==> src/rtl/alu_pkg.sv <==
// Shared ALU datapath types and widths for the RV32 execute stage.
package alu_pkg;
   localparam int XLEN    = 32;
   localparam int SHAMT_W = 5;
   typedef logic [XLEN-1:0] word_t;
endpackage

==> src/rtl/sll_stage.sv <==
// One stage of the logarithmic left shifter: shifts by a fixed SHIFT when en is set.
module sll_stage #(
   parameter int WIDTH = 32,
   parameter int SHIFT = 1
) (
   input  logic [WIDTH-1:0] din,
   input  logic             en,
   output logic [WIDTH-1:0] dout
);
   assign dout = en ? (din << SHIFT) : din;
endmodule

==> src/rtl/shift_left_logical_unit.sv <==
// Logical left shifter with a full-width shift amount; any amount >= WIDTH yields zero.
// The output is combinational by default, or registered when REGISTERED=1.
module shift_left_logical_unit
   import alu_pkg::*;
#(
   parameter bit REGISTERED = 1'b0,
   parameter int WIDTH      = XLEN
) (
   input  logic             clk_i,
   input  logic             rst_i,
   input  logic [WIDTH-1:0] rs1_i,
   input  logic [WIDTH-1:0] rs2_i,
   output logic [WIDTH-1:0] rd_o
);
   localparam int SHAMT = $clog2(WIDTH);

   logic [SHAMT:0][WIDTH-1:0] chain;
   logic                      over;
   logic [WIDTH-1:0]          shifted;

   assign chain[0] = rs1_i;

   genvar k;
   generate
      for (k = 0; k < SHAMT; k++) begin : g_stage
         sll_stage #(.WIDTH(WIDTH), .SHIFT(1 << k)) u_stage (
            .din  (chain[k]),
            .en   (rs2_i[k]),
            .dout (chain[k+1])
         );
      end
   endgenerate

   // Upper amount bits are not masked: any of them set forces zero.
   assign over    = |rs2_i[WIDTH-1:SHAMT];
   assign shifted = over ? '0 : chain[SHAMT];

   generate
      if (REGISTERED) begin : g_reg
         logic [WIDTH-1:0] rd_q;
         always_ff @(posedge clk_i or posedge rst_i) begin
            if (rst_i) rd_q <= '0;
            else       rd_q <= shifted;
         end
         assign rd_o = rd_q;
      end else begin : g_comb
         logic unused_clk_rst;
         assign unused_clk_rst = &{1'b0, clk_i, rst_i};
         assign rd_o = shifted;
      end
   endgenerate
endmodule

==> config.mk <==
export PLATFORM = sky130hd
export DESIGN_NAME = shift_left_logical_unit
export DESIGN_NICKNAME = d
export VERILOG_FILES = /design/src/rtl/alu_pkg.sv /design/src/rtl/sll_stage.sv /design/src/rtl/shift_left_logical_unit.sv
export SDC_FILE = /design/constraint.sdc
export NUM_CORES = 1
export LEC_CHECK = 0
export CORE_AREA = 3 3 88 90
export DETAILED_ROUTE_END_ITERATION = 16
export DIE_AREA = 0 0 91 93
export GPL_ROUTABILITY_DRIVEN = 0
export SYNTH_ARGS = -nofsm -noshare
export SYNTH_HDL_FRONTEND = slang
export SYNTH_SLANG_ARGS = --single-unit
==> constraint.sdc <==
create_clock -name vclk -period 4.45
set_input_delay 1.335 -clock vclk [all_inputs]
set_output_delay 1.335 -clock vclk [all_outputs]
set_load 0.01 [all_outputs]
==> flow_metrics.env <==
export IMPL_status="complete, no violations"
export IMPL_synth_area_sq_um=2070
export IMPL_ys_warn_count=0
export IMPL_path_cells="clkdlybuf4s50_1, mux4_2, mux2_2, o211ai_2, o32ai_4, buf_2"
export IMPL_synthTopCellsByArea="mux4_2 33%, mux2_2 8.2%, mux2i_1 5.3%, nand2_1 4.0%, mux4_1 3.8%"
export IMPL_worstSetupPathType="in -> out"
export IMPL_yosysTopAreaCellShare_pct=32.7
export IMPL_overflow=0
export IMPL_end_kind="primary output"
export IMPL_yosysMostFrequentCell="mux4_2"
export IMPL_utilization_pct=54.9
export IMPL_path_max_fanout=6
export IMPL_min_period_ps=4430
export IMPL_postSynthAreaPerCell_sq_um=9.49
export IMPL_nClkBuffers=0
export IMPL_worst_path_buf_inv=2
export IMPL_initial_core_util_pct=29.0
export IMPL_rsz0062_at_grt="true"
export IMPL_synthesis_nets=284
export IMPL_crit_end="rd_o[29]"
export IMPL_slew_violations=0
export IMPL_synth_cells=218
export IMPL_cp_start_kind="primary input"
export IMPL_seq_cells=0
export IMPL_dieArea_sq_um=8460
export IMPL_grt_max_degree=22
export IMPL_ys_seq_area_share_pct=0
export IMPL_synthTopCellsByCount="30 x mux4_2, 22 x nand2_1, 15 x mux2_2"
export IMPL_die_y_um=93
export IMPL_core_area_sq_um=7140
export IMPL_firstDrtPassIters=4
export IMPL_grt_pass1_vias=2495
export IMPL_dp_hpwl_um=6330
export IMPL_cp_startpoint="rs1_i[21]"
export IMPL_antenna_cells=0
export IMPL_max_stage_delay_ps=500
export IMPL_die_w_um=91
export IMPL_drive_gt1_share_pct=56.5
export IMPL_antenna_found_initial=0
export IMPL_placementRows=31
export IMPL_slowest_stage="mux4_2"
export IMPL_hold_path_class="in -> out"
export IMPL_ir_drop_v=0.0000480
export IMPL_wl_per_cell_um=18.6
export IMPL_clock_fmax_mhz=226
export IMPL_cellPowerDensity_nw_per_um2=89.9
export IMPL_setup_violations=0
export IMPL_top_level_ports=98
export IMPL_drc_errors=0
export IMPL_nets=427
export IMPL_worst_path_stages=6
export IMPL_cap_violations=0
export IMPL_slew_headroom_pct=77.0
export IMPL_viasPerCell=5.68
export IMPL_cp_arrival_ps=3090
export IMPL_drtIter0Drc=116
export IMPL_hold_viol_final=0
export IMPL_synthToLayoutAreaGrowth_pct=89.4
export IMPL_power_total_uw=352
export IMPL_port_buffers=96
export IMPL_leakage_nw=1.75
export IMPL_seqCellArea_sq_um=0
export IMPL_gr_usage_all_layers_pct=18.6
export IMPL_drtAntennaViolNets=0
export IMPL_cpLargestDelayFamily="multiplexers"
export IMPL_num_vias=2602
export IMPL_critPathRequiredTime_ps=3120
export IMPL_yosys_cell_types_count=40
export IMPL_grt_pass1_wl_um=13100
export IMPL_synth_area_leader_cell="mux4_2"
export IMPL_tightest_slew_ps=336
export IMPL_final_period_utilization_pct=99.5
export IMPL_routed_wl_um=8520
==> metal layers <==
metal,vias to the layer above,GRT usage [%],share of wire [%]
li1,1194,-,-
met1,1262,25.6,43
met2,132,32.1,48
met3,14,2.74,7.8
met4,0,1.76,1.7
met5,-,0,0
==> power by group <==
group	total (mW)	switching, mW	internal [mW]
Sequential	0	0	0
Clock	0	0	0
Combinational	0.352	0.153	0.199
Total	0.352	0.153	0.199
==> cells in the final DEF, fill, tap and decap left out, types with 8 or more instances in the layout <==
| cell type | n |
|---|---|
| buf_6 | 11 |
| mux2i_1 | 8 |
| clkdlybuf4s50_1 | 33 |
| nand2_1 | 20 |
| dlygate4sd2_1 | 8 |
| mux2_2 | 10 |
| nand3_1 | 9 |
| a31oi_1 | 11 |
| buf_2 | 34 |
| mux4_2 | 31 |
| dlymetal6s2s_1 | 22 |
| buf_4 | 48 |
==> final cells by class <==
class,count,area [sq um]
Multi-Input combinational cell,188,2220
Fill cell,650,3220
Tap cell,99,124
Inverter,4,15.0
Timing Repair Buffer,167,1560
==> logic make-up (layout without fill, tap and decap cells) <==
kind of cell,after synthesis,after routing,share of synthesized area (%)
and+or+nand+nor,91,91,23.7
AOI/OAI and AO/OA,35,35,13.2
muxes,62,62,53.2
buffers and inverters,30,171,9.86
==> how the worst min path moves through the flow <==
stage / to / slack [ps] / startpoint / depth (start not counted)
floorplan: rd_o[0] / 2940 / rs1_i[0] / 3
finish: rd_o[22] / 3350 / rs2_i[21] / 7
detailed placement: rd_o[6] / 3910 / rs2_i[1] / 6
global route: rd_o[23] / 3420 / rs2_i[11] / 6
CTS: rd_o[6] / 3580 / rs2_i[1] / 6
global placement: rd_o[6] / 3900 / rs2_i[1] / 6
==> metrics by stage <==
stage                     hold WS (ps)  cells  setup slack [ps]  area (sq um)  TNS (ps)
final                             3350    458              20.0          3920         0
after global routing              3420    458             -37.8          3920      -135
after CTS                         3580    453             -77.4          3650      -450
after detailed placement          3910    446              -673          3460    -17090
after global placement            3900    446              -672          3460    -17590
after floorplan                   2940    218               430          2070         0
==> repair_timing <==
| action | 4_1_cts | 5_1_grt |
|---|---|---|
| setup buffers | 4 | 3 |
| gates cloned | 3 | 2 |
| pin swaps | 9 | 21 |
| hold buffers | 0 | 0 |
| gates resized for setup | 187 | 60 |
| endpoints found under the setup margin | 32 | 32 |
No activity file was read; power rests on OpenSTA's default activity.
